File: src/rtl/vram_blit_pkg.sv
// Shared types and constants for the VRAM blit master.
//   state_t      : blit FSM states
//   DEF_ADDR_W   : default word-address width
//   DEF_LEN_W    : default word-count width
//   BYTE_EN_ALL  : byte enables driven while a request is active
package vram_blit_pkg;

   localparam int unsigned DEF_ADDR_W = 12;
   localparam int unsigned DEF_LEN_W  = 12;
   localparam int unsigned DATA_W     = 32;

   localparam logic [3:0] BYTE_EN_ALL = 4'hF;

   typedef enum logic [2:0] {
      IDLE,
      RD_REQ,
      RD_WAIT,
      WR_REQ,
      DONE
   } state_t;

endpackage

File: src/rtl/vram_blit_master.sv
// Avalon-MM initiator that copies CMD_LEN 32-bit words from CMD_SRC to
// CMD_DST in strictly ascending order, one outstanding read at a time.
// Optional fill mode (macro VRAM_BLIT_FILL_EN) writes a constant word to
// the destination range without reading.
//
// Ports:
//   CLK, RESET            clock, asynchronous active-high reset
//   CMD_START             start strobe, sampled only in IDLE
//   CMD_SRC/DST/LEN       command, latched on an accepted start
//   CMD_FILL/FILL_DATA    fill select and fill word (VRAM_BLIT_FILL_EN only)
//   BUSY, DONE            status; DONE is a one-cycle pulse
//   AVM_*                 Avalon-MM master, pipelined reads
module vram_blit_master
   import vram_blit_pkg::*;
#(
   parameter int unsigned ADDR_W = DEF_ADDR_W,
   parameter int unsigned LEN_W  = DEF_LEN_W
) (
   input  logic              CLK,
   input  logic              RESET,
   input  logic              CMD_START,
   input  logic [ADDR_W-1:0] CMD_SRC,
   input  logic [ADDR_W-1:0] CMD_DST,
   input  logic [LEN_W-1:0]  CMD_LEN,
`ifdef VRAM_BLIT_FILL_EN
   input  logic              CMD_FILL,
   input  logic [31:0]       CMD_FILL_DATA,
`endif
   output logic              BUSY,
   output logic              DONE,
   output logic [ADDR_W-1:0] AVM_ADDR,
   output logic              AVM_READ,
   output logic              AVM_WRITE,
   output logic [3:0]        AVM_BYTE_EN,
   output logic [31:0]       AVM_WRITEDATA,
   input  logic [31:0]       AVM_READDATA,
   input  logic              AVM_WAITREQUEST,
   input  logic              AVM_READDATAVALID
);

   state_t              state, state_n;
   logic [ADDR_W-1:0]   src_ptr, src_n;
   logic [ADDR_W-1:0]   dst_ptr, dst_n;
   logic [LEN_W-1:0]    remaining, rem_n;
   logic                fill_q, fill_n;
   logic                busy_n, done_n, read_n, write_n;
   logic [ADDR_W-1:0]   addr_n;
   logic [3:0]          be_n;
   logic [31:0]         wdata_n;
   logic                fill_sel_c;
   logic [31:0]         fill_word_c;

   // Fill-mode command inputs; tied off in the copy-only build
`ifdef VRAM_BLIT_FILL_EN
   assign fill_sel_c  = CMD_FILL;
   assign fill_word_c = CMD_FILL_DATA;
`else
   assign fill_sel_c  = 1'b0;
   assign fill_word_c = 32'h0;
`endif

   // State, command latches and registered bus outputs.
   // AVM_WRITEDATA doubles as the read-data holding register.
   always_ff @(posedge CLK or posedge RESET) begin
      if (RESET) begin
         state         <= IDLE;
         src_ptr       <= '0;
         dst_ptr       <= '0;
         remaining     <= '0;
         fill_q        <= 1'b0;
         BUSY          <= 1'b0;
         DONE          <= 1'b0;
         AVM_ADDR      <= '0;
         AVM_READ      <= 1'b0;
         AVM_WRITE     <= 1'b0;
         AVM_BYTE_EN   <= '0;
         AVM_WRITEDATA <= '0;
      end else begin
         state         <= state_n;
         src_ptr       <= src_n;
         dst_ptr       <= dst_n;
         remaining     <= rem_n;
         fill_q        <= fill_n;
         BUSY          <= busy_n;
         DONE          <= done_n;
         AVM_ADDR      <= addr_n;
         AVM_READ      <= read_n;
         AVM_WRITE     <= write_n;
         AVM_BYTE_EN   <= be_n;
         AVM_WRITEDATA <= wdata_n;
      end
   end

   // Next state and next registered outputs; everything holds by default,
   // which keeps the bus stable while the slave stalls.
   always_comb begin
      state_n = state;
      src_n   = src_ptr;
      dst_n   = dst_ptr;
      rem_n   = remaining;
      fill_n  = fill_q;
      busy_n  = BUSY;
      done_n  = 1'b0;
      addr_n  = AVM_ADDR;
      read_n  = AVM_READ;
      write_n = AVM_WRITE;
      be_n    = AVM_BYTE_EN;
      wdata_n = AVM_WRITEDATA;

      unique case (state)
         IDLE: begin
            if (CMD_START) begin
               src_n  = CMD_SRC;
               dst_n  = CMD_DST;
               rem_n  = CMD_LEN;
               fill_n = fill_sel_c;
               if (CMD_LEN == '0) begin
                  done_n  = 1'b1;
                  state_n = vram_blit_pkg::DONE;
               end else if (fill_sel_c) begin
                  busy_n  = 1'b1;
                  write_n = 1'b1;
                  addr_n  = CMD_DST;
                  be_n    = BYTE_EN_ALL;
                  wdata_n = fill_word_c;
                  state_n = WR_REQ;
               end else begin
                  busy_n  = 1'b1;
                  read_n  = 1'b1;
                  addr_n  = CMD_SRC;
                  be_n    = BYTE_EN_ALL;
                  state_n = RD_REQ;
               end
            end
         end

         RD_REQ: begin
            if (!AVM_WAITREQUEST) begin
               read_n  = 1'b0;
               be_n    = '0;
               src_n   = src_ptr + ADDR_W'(1);
               state_n = RD_WAIT;
            end
         end

         RD_WAIT: begin
            if (AVM_READDATAVALID) begin
               wdata_n = AVM_READDATA;
               write_n = 1'b1;
               addr_n  = dst_ptr;
               be_n    = BYTE_EN_ALL;
               state_n = WR_REQ;
            end
         end

         WR_REQ: begin
            if (!AVM_WAITREQUEST) begin
               dst_n = dst_ptr + ADDR_W'(1);
               rem_n = remaining - LEN_W'(1);
               if (remaining == LEN_W'(1)) begin
                  write_n = 1'b0;
                  be_n    = '0;
                  busy_n  = 1'b0;
                  done_n  = 1'b1;
                  state_n = vram_blit_pkg::DONE;
               end else if (fill_q) begin
                  // back-to-back writes, fill word stays in the data register
                  addr_n = dst_ptr + ADDR_W'(1);
               end else begin
                  write_n = 1'b0;
                  read_n  = 1'b1;
                  addr_n  = src_ptr;
                  state_n = RD_REQ;
               end
            end
         end

         vram_blit_pkg::DONE: begin
            state_n = IDLE;
         end

         default: begin
            state_n = IDLE;
         end
      endcase
   end

endmodule

File: config.mk
export PLATFORM = sky130hd
export DESIGN_NAME = vram_blit_master
export DESIGN_NICKNAME = d
export VERILOG_FILES = /design/src/rtl/vram_blit_pkg.sv /design/src/rtl/vram_blit_master.sv
export SDC_FILE = /design/constraint.sdc
export NUM_CORES = 1
export LEC_CHECK = 0
export CAP_MARGIN = 10
export CELL_PAD_IN_SITES_DETAIL_PLACEMENT = 0
export CELL_PAD_IN_SITES_GLOBAL_PLACEMENT = 1
export CORE_MARGIN = 4
export CORE_UTILIZATION = 30
export CTS_BUF_LIST = sky130_fd_sc_hd__clkbuf_8
export DETAILED_ROUTE_END_ITERATION = 12
export PLACE_DENSITY = 0.73
export REMOVE_ABC_BUFFERS = 1
export SLEW_MARGIN = 5
export SYNTH_ARGS = -nofsm -noshare
export SYNTH_HDL_FRONTEND = slang
export SYNTH_SLANG_ARGS = --single-unit
export TNS_END_PERCENT = 5
File: constraint.sdc
create_clock -name CLK -period 3.15 [get_ports CLK]
set_input_delay 0.63 -clock CLK [delete_from_list [all_inputs] [get_ports CLK]]
set_output_delay 0.63 -clock CLK [all_outputs]
set_load 0.01 [all_outputs]
==> key figures <==
GRT
  • Initial antenna violation count: 0
  • GRT Overall Usage: between 10% and 20%
  • Vias in the first global route: around 4000
  • Gr ovfl total: 0
  • First-pass GRT wire length: 21.4 mm
  • Pin count of the biggest net entering global routing: 47

Setup path
  • RR Startpoint: state[1]
  • CP arrival: 2.72 ns
  • Critical Path Sink Type: flop
  • Slowest-stage cell, CP: nor4_1
  • CP Data Required Time: ~3.4 ns
  • Worst setup path class: input pin to flop
  • Buffers & Inverters on Critical Path: 1
  • Max incr delay on CP: around 0.54 ns
  • Crit-path max FO: 12
  • Cell Chain, Critical Path: clkdlybuf4s50_1, nor4_1, a41oi_2, nand3_2, mux2_2
  • CP top delay family: simple AND/OR/NAND/NOR gates
  • Critical path startpoint: CMD_LEN[4]
  • CP Launch Type: input pin

Timing
  • Hold Fails Final Rpt: 0
  • Tcrit/Tclk final: between 70% and 80%
  • Max-slew violation count: 0
  • Fmax: 406 MHz
  • Setup-failing EPs final: 0
  • Setup ws final: roughly 0.69 ns
  • Min Hold Slack: 0.510 ns
  • Setup_tns: 0 ns
  • Min Tclk post-route: roughly 2.5 ns
  • Unrepaired setup endpoints after global routing: false
  • Final Skew: ~0.012 ns
  • Slew of the pin with the lowest slew margin: about 0.73 ns
  • Max-slew headroom: between 50 and 60%

Yosys
  • Number of synthesized flops with an enable pin: 0
  • Flop and latch count out of synthesis: a little under 90
  • Seq/Total Area, Yosys: 45.3%
  • Xor/xnor cell area share of the yosys netlist: less than 1%
  • Synth Area per Inst: between 10 and 15 µm²
  • Main synth FF type: dfrtp_1
  • Synth top area share: 45.3%
  • Synthesized-area fraction occupied by adder cells: between 1 and 1.5%
  • Post-synth design cell area: about 5000 µm²
  • Post-synthesis cell type count: 57
  • Complex-gate fraction of the synthesized area: 18.6%
  • Share of synthesized registers carrying an async set or reset: 100%
  • Gate Count Post-Synth: 464
  • Simple-gate portion of the synthesized area: ~15%
  • Post-synthesis mux area share: between 10% and 20%
  • Largest family of logic cells by synthesized area: compound AO/OA/AOI/OAI gates
  • Warnings from Yosys: 0
  • Leading area contributor after synthesis: dfrtp_1
  • Area contributors post-synth: dfrtp_1 45%, mux2_2 7.9%, o21ai_0 4.5%, nand2_1 3.3%, a21oi_1 3.3%

Job
  • Max Cap Viol: 0

Floorplanning
  • Die area: 18300 µm²
  • Core area: 15900 µm²
  • IO Count: approximately 130
  • Row count: 46
  • Die height: approximately 140 µm
  • Starting Density: a little under a third
  • Die Width: 135 µm

Power
  • Max VDD drop: around 280 µV
  • Leakage: around 2.6 nW
  • Power Dens Cells: 999 nW/µm²

Placed design
  • Port bufs: 124
  • Worst slack at placement: between 0.3 and 0.4 ns
  • Post-DP HPWL: about 9.6 mm
  • Routability congestion estimate from global placement: between 0.8 and 0.9
  • Placed Area: between 6000 and 7000 µm²

Route
  • Routed wl met3: 1.02 mm
  • Antenna-violating nets left: 0
  • Drt via density: ~5.1
  • DRT Pass-1 Iters: 5
  • DR top layer: met4
  • Residual DRC: 0
  • Final WL: about 13 mm
  • WL met1: 6.10 mm
  • First DRT Iteration DRCs: between 200 and 250
  • Vias post-DR: slightly above 4000
  • Met2 Routed Length: 5.95 mm
  • Drt wl/cell: 16.7 µm

Clocking
  • CTS tree: done
  • Clock tree buffer depth: 2
  • Clock transition at the registers of the reported paths: 0.09 ns
  • Clk Tree Root Cell: clkbuf_8
  • Number of gates resized after CTS: 0
  • Sinks on Clock Net: 88
  • CTS Buf Count: 9
  • CTS Hold Buffers Added: 0
  • H-tree levels: 3
  • Post-CTS setup buffer count: 0
  • Worst skew pair latency: between 0.3 and 0.4 ns

Hold path
  • Hold Path Class: flop to flop
  • HP Start: BUSY

Status
  • Status: finished clean

Final layout
  • P&R area growth vs syn: 32.2%
  • Layout cells sized above 1: 16.3%
  • Final-layout fill cell count: approximately 1600
  • Antenna diodes: 0
  • Final nets: between 600 and 700
  • Fin area: about 6400 µm²
where the power goes:
group	internal [W]	switching (W)
clock	0.000386	0.000438
sequential	0.00169	0.000558
combinational	0.00178	0.00157
total	0.00385	0.00257
worst paths after layout:
path | to | slack [ns] | cells past startpoint
max | AVM_ADDR[2] | 0.69 | 5
min | BUSY | 0.51 | 1
max reg2reg | AVM_ADDR[9] | 0.82 | 4
min reg2reg | BUSY | 0.51 | 1
max in group asynchronous | dst_ptr[9] | 1.77 | 3
min in group asynchronous | AVM_WRITEDATA[16] | 0.66 | 2
synth_stat cells (2+ instances only):
library cell	instances
o21ai_0	44
nand2_1	43
clkbuf_1	8
a22oi_1	5
nor4_1	4
mux2i_1	16
nand2b_1	6
o2bb2ai_1	3
nor3_1	6
nor2_1	14
inv_1	8
o22ai_1	13
a2bb2oi_1	9
dfrtp_1	88
and4_1	2
a21oi_1	32
o211ai_1	3
a32oi_1	2
a2bb2oi_2	6
buf_4	6
and3_1	6
o21ai_1	2
nand4_1	10
mux2_4	10
mux2_2	34
nand3_1	21
a21oi_2	6
and2_1	2
a31oi_1	3
buf_6	8
ha_1	4
buf_2	15
layout by cell type (no fill, tap or decap), types with 9 or more instances in the layout:
| cell type | netlist | final |
|---|---|---|
| a21oi_1 | 32 | 32 |
| nor2_1 | 14 | 14 |
| nand3_1 | 21 | 21 |
| mux2_2 | 34 | 34 |
| clkbuf_8 | 0 | 10 |
| buf_4 | 6 | 10 |
| dfrtp_1 | 88 | 88 |
| nand2_1 | 43 | 43 |
| mux2_4 | 10 | 10 |
| inv_1 | 8 | 9 |
| o22ai_1 | 13 | 13 |
| a2bb2oi_1 | 9 | 9 |
| mux2i_1 | 16 | 16 |
| o21ai_0 | 44 | 44 |
| clkdlybuf4s50_1 | 0 | 124 |
| nand4_1 | 10 | 10 |
kinds of logic after synthesis:
family / Yosys count
flip-flops: 88
buffers and inverters: 45
multiplexers: 60
adder cells (fa/ha/maj): 4
AO/OA/AOI/OAI: 136
AND/OR/NAND/NOR: 130
XOR/XNOR: 1
sequential cells by signal, indices dropped and copies added, names as in the netlist:
name           flops
AVM_ADDR          12
AVM_BYTE_EN        1
AVM_READ           1
AVM_WRITE          1
AVM_WRITEDATA     32
BUSY               1
DONE               1
dst_ptr           12
remaining         12
src_ptr           12
state              3
layer usage:
layer	GRT usage, %	up-vias
met3	3.42	17
li1	-	1927
met4	4.42	0
met5	0	-
met1	19.8	1976
met2	22.7	152
per-stage QoR:
stage                     cells  utilization (%)  power, W
after CTS                   794             40.4   0.00647
final                       794             40.4   0.00642
after floorplan             427                -   0.00421
after global placement      778             39.2   0.00554
after global routing        794             40.4   0.00689
after detailed placement    778             39.2   0.00565
cell type report:
type / count / area (µm²) / area share, %
Tap cell: 216 / 270 / 4.21
Inverter: 8 / 31.3 / 0.487
Clock buffer: 10 / 138 / 2.14
Multi-Input combinational cell: 331 / 2380 / 37.1
Timing Repair Buffer: 135 / 1340 / 20.8
Sequential cell: 88 / 2200 / 34.3
Clock inverter: 6 / 60.1 / 0.935
Note: power is estimated with default switching activity, not from simulation.
